### src/rtl/sprite_pkg.sv
// Shared types and constants for the ball/trail sprite renderer.
package sprite_pkg;

    typedef struct packed {
        logic [9:0] x;
        logic [9:0] y;
    } pos_t;

    typedef struct packed {
        logic [7:0] r;
        logic [7:0] g;
        logic [7:0] b;
    } rgb_t;

    typedef enum logic {WAIT_FRAME, RUN} render_state_t;

    localparam logic [23:0] BallColor  = 24'hFF5500;
    localparam logic [23:0] TrailColor = 24'h00AAFF;
    localparam logic [23:0] BgColor    = 24'h000000;

    localparam logic [9:0] ScreenW = 10'd640;
    localparam logic [9:0] ScreenH = 10'd480;

    // Older trail entries get dimmer: each channel halves per frame of age.
    function automatic rgb_t fade_rgb(input rgb_t c, input logic [2:0] age);
        rgb_t f;
        f.r = c.r >> age;
        f.g = c.g >> age;
        f.b = c.b >> age;
        return f;
    endfunction

endpackage

### src/rtl/ball_trail_render_if.sv
// Pixel/motion bus between the motion stage, VGA controller and the trail renderer.
interface ball_trail_render_if;
    logic       VS;
    logic       Freeze;
    logic [9:0] BallX;
    logic [9:0] BallY;
    logic [9:0] BallS;
    logic [9:0] DrawX;
    logic [9:0] DrawY;
    logic       ball_on;
    logic       trail_on;
    logic [7:0] Red;
    logic [7:0] Green;
    logic [7:0] Blue;

    modport master (
        output VS, Freeze, BallX, BallY, BallS, DrawX, DrawY,
        input  ball_on, trail_on, Red, Green, Blue
    );

    modport slave (
        input  VS, Freeze, BallX, BallY, BallS, DrawX, DrawY,
        output ball_on, trail_on, Red, Green, Blue
    );
endinterface

### src/rtl/trail_ring.sv
// Ring buffer of past ball positions with write pointer, fill count and per-slot age/valid.
module trail_ring
    import sprite_pkg::*;
#(
    parameter int unsigned TRAIL_LEN = 4,
    localparam int unsigned PtrW = $clog2(TRAIL_LEN)
) (
    input  logic                 clk_i,
    input  logic                 rst_i,
    input  logic                 wr_en_i,
    input  pos_t                 wr_pos_i,
    output pos_t                 pos_o   [TRAIL_LEN],
    output logic [TRAIL_LEN-1:0] valid_o,
    output logic [PtrW-1:0]      age_o   [TRAIL_LEN]
);

    pos_t          ring_q [TRAIL_LEN];
    logic [PtrW-1:0] wr_ptr_q;
    logic [PtrW:0]   count_q;

    always_ff @(posedge clk_i) begin
        if (rst_i) begin
            for (int i = 0; i < TRAIL_LEN; i++) ring_q[i] <= '0;
            wr_ptr_q <= '0;
            count_q  <= '0;
        end else if (wr_en_i) begin
            ring_q[wr_ptr_q] <= wr_pos_i;
            wr_ptr_q         <= wr_ptr_q + 1'b1;
            if (count_q != (PtrW+1)'(TRAIL_LEN)) count_q <= count_q + 1'b1;
        end
    end

    // Power-of-two length lets the pointer arithmetic wrap naturally.
    always_comb begin
        for (int i = 0; i < TRAIL_LEN; i++) begin
            pos_o[i]   = ring_q[i];
            age_o[i]   = wr_ptr_q - PtrW'(1) - PtrW'(i);
            valid_o[i] = {1'b0, age_o[i]} < count_q;
        end
    end

endmodule

### src/rtl/ball_trail_render.sv
// Ball + motion-trail renderer with a fixed 2-cycle pixel pipeline.
// Optional build macro TRAIL_FADE_EN: dims each trail marker by its age.
module ball_trail_render
    import sprite_pkg::*;
#(
    parameter int unsigned TRAIL_LEN   = 4,
    parameter int unsigned TRAIL_HALF  = 2,
    parameter logic [23:0] BALL_COLOR  = BallColor,
    parameter logic [23:0] TRAIL_COLOR = TrailColor,
    parameter logic [23:0] BG_COLOR    = BgColor
) (
    input logic                Clk,
    input logic                Reset,
    ball_trail_render_if.slave bus
);

    localparam int unsigned      PtrW = $clog2(TRAIL_LEN);
    localparam logic signed [10:0] Half = 11'(TRAIL_HALF);

    logic          vs_q, frame_start;
    render_state_t state_q, state_d;
    logic          snap_load, ring_wr, render_en;
    pos_t          snap_q;
    logic [9:0]    snap_s_q;

    pos_t                 ring_pos [TRAIL_LEN];
    logic [TRAIL_LEN-1:0] ring_valid;
    logic [PtrW-1:0]      ring_age [TRAIL_LEN];

    assign frame_start = vs_q & ~bus.VS;

    always_ff @(posedge Clk) begin
        if (Reset) begin
            vs_q     <= 1'b1;
            state_q  <= WAIT_FRAME;
            snap_q   <= '0;
            snap_s_q <= '0;
        end else begin
            vs_q    <= bus.VS;
            state_q <= state_d;
            if (snap_load) begin
                snap_q   <= '{x: bus.BallX, y: bus.BallY};
                snap_s_q <= bus.BallS;
            end
        end
    end

    always_comb begin
        state_d = state_q;
        unique case (state_q)
            WAIT_FRAME: if (frame_start) state_d = RUN;
            RUN:        state_d = RUN;
            default:    state_d = WAIT_FRAME;
        endcase
    end

    // The first frame only primes the snapshot; Freeze is ignored there.
    always_comb begin
        snap_load = 1'b0;
        ring_wr   = 1'b0;
        render_en = 1'b0;
        unique case (state_q)
            WAIT_FRAME: snap_load = frame_start;
            RUN: begin
                snap_load = frame_start & ~bus.Freeze;
                ring_wr   = frame_start & ~bus.Freeze;
                render_en = 1'b1;
            end
            default: ;
        endcase
    end

    trail_ring #(
        .TRAIL_LEN(TRAIL_LEN)
    ) u_ring (
        .clk_i   (Clk),
        .rst_i   (Reset),
        .wr_en_i (ring_wr),
        .wr_pos_i(snap_q),
        .pos_o   (ring_pos),
        .valid_o (ring_valid),
        .age_o   (ring_age)
    );

    // Stage 1: ball offsets and youngest trail-box hit.
    logic signed [10:0]   dx_s, dy_s;
    logic signed [10:0]   tdx [TRAIL_LEN];
    logic signed [10:0]   tdy [TRAIL_LEN];
    logic [TRAIL_LEN-1:0] thit;
    logic                 any_hit, vis;
    logic [PtrW-1:0]      best_age;

    always_comb begin
        dx_s     = $signed({1'b0, bus.DrawX}) - $signed({1'b0, snap_q.x});
        dy_s     = $signed({1'b0, bus.DrawY}) - $signed({1'b0, snap_q.y});
        vis      = (bus.DrawX < ScreenW) && (bus.DrawY < ScreenH);
        any_hit  = 1'b0;
        best_age = '0;
        for (int i = 0; i < TRAIL_LEN; i++) begin
            tdx[i]  = $signed({1'b0, bus.DrawX}) - $signed({1'b0, ring_pos[i].x});
            tdy[i]  = $signed({1'b0, bus.DrawY}) - $signed({1'b0, ring_pos[i].y});
            thit[i] = ring_valid[i] && (tdx[i] >= -Half) && (tdx[i] <= Half)
                      && (tdy[i] >= -Half) && (tdy[i] <= Half);
            if (thit[i] && (!any_hit || ring_age[i] < best_age)) begin
                any_hit  = 1'b1;
                best_age = ring_age[i];
            end
        end
    end

    logic               en1_q, thit1_q;
    logic signed [10:0] dx1_q, dy1_q;
    logic [9:0]         s1_q;

    always_ff @(posedge Clk) begin
        if (Reset) begin
            en1_q   <= 1'b0;
            thit1_q <= 1'b0;
            dx1_q   <= '0;
            dy1_q   <= '0;
            s1_q    <= '0;
        end else begin
            en1_q   <= render_en && vis;
            thit1_q <= any_hit;
            dx1_q   <= dx_s;
            dy1_q   <= dy_s;
            s1_q    <= snap_s_q;
        end
    end

`ifdef TRAIL_FADE_EN
    logic [PtrW-1:0] tage1_q;
    always_ff @(posedge Clk) begin
        if (Reset) tage1_q <= '0;
        else       tage1_q <= best_age;
    end
`endif

    // Stage 2: disc test and colour select.
    logic signed [21:0] dxw, dyw;
    logic [21:0]        sq_x, sq_y, sq_s;
    logic               ball_hit, trail_hit;
    rgb_t               trail_rgb, pix_rgb;

    always_comb begin
        dxw       = {{11{dx1_q[10]}}, dx1_q};
        dyw       = {{11{dy1_q[10]}}, dy1_q};
        sq_x      = dxw * dxw;
        sq_y      = dyw * dyw;
        sq_s      = {12'b0, s1_q} * {12'b0, s1_q};
        ball_hit  = en1_q && ((sq_x + sq_y) <= sq_s);
        trail_hit = en1_q && thit1_q && !ball_hit;
`ifdef TRAIL_FADE_EN
        trail_rgb = fade_rgb(rgb_t'(TRAIL_COLOR), 3'(tage1_q));
`else
        trail_rgb = rgb_t'(TRAIL_COLOR);
`endif
        if (ball_hit)       pix_rgb = rgb_t'(BALL_COLOR);
        else if (trail_hit) pix_rgb = trail_rgb;
        else                pix_rgb = rgb_t'(BG_COLOR);
    end

    logic ball_on_q, trail_on_q;
    rgb_t rgb_q;

    always_ff @(posedge Clk) begin
        if (Reset) begin
            ball_on_q  <= 1'b0;
            trail_on_q <= 1'b0;
            rgb_q      <= '0;
        end else begin
            ball_on_q  <= ball_hit;
            trail_on_q <= trail_hit;
            rgb_q      <= pix_rgb;
        end
    end

    assign bus.ball_on  = ball_on_q;
    assign bus.trail_on = trail_on_q;
    assign bus.Red      = rgb_q.r;
    assign bus.Green    = rgb_q.g;
    assign bus.Blue     = rgb_q.b;

endmodule
### src/flat_wrapper.sv
// flat-port wrapper written by rule: the top's interface ports become plain ports
module ball_trail_render_flat import sprite_pkg::*;
#(
    parameter int unsigned TRAIL_LEN   = 4,
    parameter int unsigned TRAIL_HALF  = 2,
    parameter logic [23:0] BALL_COLOR  = BallColor,
    parameter logic [23:0] TRAIL_COLOR = TrailColor,
    parameter logic [23:0] BG_COLOR    = BgColor
)
  (Clk, Reset, bus_VS, bus_Freeze, bus_BallX, bus_BallY, bus_BallS, bus_DrawX, bus_DrawY, bus_ball_on, bus_trail_on, bus_Red, bus_Green, bus_Blue);
  ball_trail_render_if bus_i ();
  input logic Clk;
  input logic Reset;
  input wire logic [$bits(bus_i.VS)-1:0] bus_VS;
  input wire logic [$bits(bus_i.Freeze)-1:0] bus_Freeze;
  input wire logic [$bits(bus_i.BallX)-1:0] bus_BallX;
  input wire logic [$bits(bus_i.BallY)-1:0] bus_BallY;
  input wire logic [$bits(bus_i.BallS)-1:0] bus_BallS;
  input wire logic [$bits(bus_i.DrawX)-1:0] bus_DrawX;
  input wire logic [$bits(bus_i.DrawY)-1:0] bus_DrawY;
  output wire logic [$bits(bus_i.ball_on)-1:0] bus_ball_on;
  output wire logic [$bits(bus_i.trail_on)-1:0] bus_trail_on;
  output wire logic [$bits(bus_i.Red)-1:0] bus_Red;
  output wire logic [$bits(bus_i.Green)-1:0] bus_Green;
  output wire logic [$bits(bus_i.Blue)-1:0] bus_Blue;
  assign bus_i.VS = bus_VS;
  assign bus_i.Freeze = bus_Freeze;
  assign bus_i.BallX = bus_BallX;
  assign bus_i.BallY = bus_BallY;
  assign bus_i.BallS = bus_BallS;
  assign bus_i.DrawX = bus_DrawX;
  assign bus_i.DrawY = bus_DrawY;
  assign bus_ball_on = bus_i.ball_on;
  assign bus_trail_on = bus_i.trail_on;
  assign bus_Red = bus_i.Red;
  assign bus_Green = bus_i.Green;
  assign bus_Blue = bus_i.Blue;
  ball_trail_render #(.TRAIL_LEN(TRAIL_LEN), .TRAIL_HALF(TRAIL_HALF), .BALL_COLOR(BALL_COLOR), .TRAIL_COLOR(TRAIL_COLOR), .BG_COLOR(BG_COLOR)) u_core (.Clk(Clk), .Reset(Reset), .bus(bus_i));
endmodule
### config.mk
export PLATFORM = sky130hd
export DESIGN_NAME = ball_trail_render_flat
export DESIGN_NICKNAME = d
export VERILOG_FILES = /design/src/rtl/sprite_pkg.sv /design/src/rtl/ball_trail_render_if.sv /design/src/rtl/trail_ring.sv /design/src/rtl/ball_trail_render.sv /design/src/flat_wrapper.sv
export SDC_FILE = /design/constraint.sdc
export NUM_CORES = 1
export LEC_CHECK = 0
export ABC_AREA = 0
export ABC_CLOCK_PERIOD_IN_PS = 12820
export BUFFER_PORTS_ARGS = -buffer_cell sky130_fd_sc_hd__buf_4
export CORE_MARGIN = 3
export CORE_UTILIZATION = 45
export CTS_CLUSTER_SIZE = 10
export DETAILED_ROUTE_END_ITERATION = 12
export GPL_TIMING_DRIVEN = 0
export PLACE_DENSITY = 0.61
export SETUP_SLACK_MARGIN = 0.1
export SKIP_CTS_REPAIR_TIMING = 1
export SLEW_MARGIN = 20
export SYNTH_ARGS = -nofsm -noshare
export SYNTH_HDL_FRONTEND = slang
export SYNTH_SLANG_ARGS = --single-unit
### constraint.sdc
create_clock -name Clk -period 12.82 [get_ports Clk]
set_input_delay 2.564 -clock Clk [delete_from_list [all_inputs] [get_ports Clk]]
set_output_delay 2.564 -clock Clk [all_outputs]
set_load 0.02 [all_outputs]
==> impl_results.md <==
* Status: finished, final reports clean
* Clk slew on worst S/H paths at approximately 0.060 ns
* Max Slew Vio Count at 0
* Vias per cell at between 5 and 6
* CP required at ~13 ns
* Inserted Diodes at 0
* Core region area at 47100 um2
* Clock tree buffer depth at 2
* Syn_nets at 3002
* Remaining antenna violation count at 0
* Share of the synthesized area in the top cell type at 27.0%
* Post-synth ARST share at 0%
* EDFF count, synth at 80
* Root buffer cell: clkbuf_16
* TritonCTS buffer count at 17
* GRT overflow at 0
* Leak at roughly 12 nW
* Cell area after layout at 23700 um2
* Rows at roughly 80
* Via count at 15900
* Top_reg_cell synth: edfxtp_1
* HPWL Detailed at between 40000 and 50000 um
* Worst Clk Skew at about 0.012 ns
* Type of origin of the critical path: flop
* DR DRC count at 0
* CTS H-tree depth at 4
* Most frequent cell after synthesis: inv_1
* TNS Setup at 0 ns
* Drt initial violations at between 700 and 800
* Commonest cells post-synth: inv_1, fa_1, ha_1
* Die X at roughly 230 um
* Skew-Pair Late Insertion Delay at 0.45 ns
* Hold Crit Class: flop to flop
* Crit path capture type: flop
* Synth area leaders: fa_1, ha_1, edfxtp_1, inv_1, dfxtp_1
* Die Area at between 50000 and 60000 um2
* Max_slew headroom at between 40% and 50%
* Worst hold slack at roughly 0.45 ns
* Unique masters post-synth at 72
* Pwr Density at 190 nW/um2
* DIE HEIGHT at around 230 um
* Largest net degree at the start of global routing at 21
* Fmax at roughly 110 MHz
* Worst Path Arrival at a little over 9 ns
* Tot GR Track Use at between 20% and 30%
* Slew @ Worst Pin at between 0.8 and 0.9 ns
* Fraction of layout cells with a size suffix above 1 at approximately 6%
* CTS sink count at between 150 and 200
* Final setup viols at 0
* Port Buffers at 78
* Antenna violations before repair at 0
* Worst vdd ir at approximately 0.36 mV
* Drt total wl at a little over 50000 um
* Global-route wire length before repair at ~85000 um
* Num ports at 80
* Leading area contributor after synthesis: fa_1
* Per-cell routed wire length at approximately 16 um
* Nets@finish at approximately 3100
* Syn_area_per_cell at between 9 and 10 um2
* Vias in the first global route at 16900
* Crit-path max FO at 10
* Final Hold Fails at 0
* Max cap viols at 0
* Placed Area at 23100 um2
* CTS tree: yes
* Register area share after synthesis at between 10% and 20%
* Syn Inst Count at ~2400
* Yosys synthesis warning count at 0
* Layout area overhead at 9.12%
* Min Tclk post-route at 8.93 ns
* Drt pass-1 iters at 5
* Yosys reg bits at between 150 and 200
* Gpl congestion at approximately 0.88
* Crit share post-route at a little over two thirds
* Crit Path Class: flop to flop
* Initial core utilization at approximately 46%
* Post-Synthesis Cell Area at around 22000 um2
* RSZ-0062 raised after global routing: false
-- power by group --
part	total (mW)	internal [mW]	leakage, nW	switching, mW
combinational	3.38	1.49	9.99	1.89
sequential	0.569	0.542	1.43	0.0265
clock	0.538	0.331	0.297	0.207
-- metrics by stage --
step,power [mW],util [%],setup WS (ns),cells
after floorplan,3.16,-,5.22,2395
after global placement,3.88,48.9,3.94,3080
after detailed placement,4.00,48.9,3.87,3080
after CTS,4.56,50.3,3.84,3112
after global routing,5.06,50.3,3.41,3112
final,4.49,50.3,3.89,3112
-- cell usage in the layout, fill, tap and decap left out, types with 5 or more instances in the layout --
cell,netlist,final
clkbuf_1,53,56
nand4_1,10,10
o21ai_0,28,28
nand3b_1,11,11
fa_1,293,293
ha_1,260,260
o22ai_1,5,5
inv_1,516,516
o2111ai_1,8,8
edfxtp_1,80,80
o21ai_1,19,19
a211oi_1,11,11
nand2b_1,25,24
a21o_1,27,27
and3_1,19,19
a21oi_1,92,92
mux2i_1,7,7
o21a_1,11,11
a2111oi_0,9,9
nor4_1,7,7
or2_2,7,7
nor3_1,42,42
nand2_1,198,198
or3_1,8,8
o41ai_1,5,5
xnor2_1,87,87
o21bai_1,9,8
and2_1,94,94
a21boi_1,6,6
buf_4,23,101
dfxtp_1,74,74
clkbuf_16,0,17
xor2_1,42,42
nor2b_1,52,52
nand3_1,25,25
nor2_1,156,156
-- area by class of cell --
| class | instances | area [um2] |
|---|---|---|
| plain buffers | 78 | 379 |
| fillers | 4432 | 23500 |
| repair buffers | 78 | 586 |
| clock inverters | 11 | 171 |
| well taps | 607 | 759 |
| clock buffers | 21 | 450 |
| inverters | 517 | 1940 |
| multi-input cells | 1646 | 15500 |
| flip-flops and latches | 154 | 3880 |
-- flip-flops by register name (all words and copies together) (netlist names), 2 cells and up --
register                flops
u_core.dx1_q               11
u_core.dy1_q               11
u_core.s1_q                10
u_core.snap_q              20
u_core.snap_s_q            10
u_core.u_ring.count_q       3
u_core.u_ring.ring_q       80
u_core.u_ring.wr_ptr_q      2
-- worst paths after layout --
path | start | end | slack [ns] | cells after the start
setup / recovery | u_core.dy1_q[2] | u_core.bus.Blue[6] | 3.89 | 27
hold / removal | u_core.snap_s_q[0] | u_core.snap_s_q[0] | 0.45 | 2
setup reg to reg | u_core.dy1_q[2] | u_core.bus.Blue[6] | 3.89 | 27
hold reg to reg | u_core.snap_s_q[0] | u_core.snap_s_q[0] | 0.45 | 2
-- layer usage --
layer,track usage [%],part of all wire [%],vias to the layer above
met2,38.2,51,282
met1,26.7,43,7769
met4,5.13,1.8,0
met3,2.37,3.7,54
li1,-,-,7757
met5,0,0,-
-- cells by family (layout without fill, tap and decap cells) --
kind of cell,count (synthesis),in the layout,synth area share (%)
xor+xnor,129,129,5.20
simple gates,684,684,15.6
mux,12,12,0.582
fa+ha+maj,553,553,42.0
compound gates,268,268,8.04
buf+inv,595,705,10.7
flops,154,154,17.9
-- worst max-delay path, stage by stage (launching register included) --
cell and delay, ns:
dfxtp_1 0.63, clkbuf_1 0.55, nand2_1 0.26, fa_1 0.58, inv_1 0.05, fa_1 0.52
fa_1 0.46, fa_1 0.52, fa_1 0.52, fa_1 0.55, inv_1 0.06, fa_1 0.56
inv_1 0.06, ha_1 0.36, a21o_1 0.18, a21o_1 0.18, a21oi_1 0.25, o21ai_1 0.16
a211oi_1 0.30, xnor2_1 0.11, ha_1 0.30, and4_1 0.22, nand2_1 0.08, or4_1 0.56
o21ai_0 0.11, a21oi_1 0.08, a211oi_1 0.44, nor4bb_1 0.13
No activity file was read; power rests on OpenSTA's default activity.
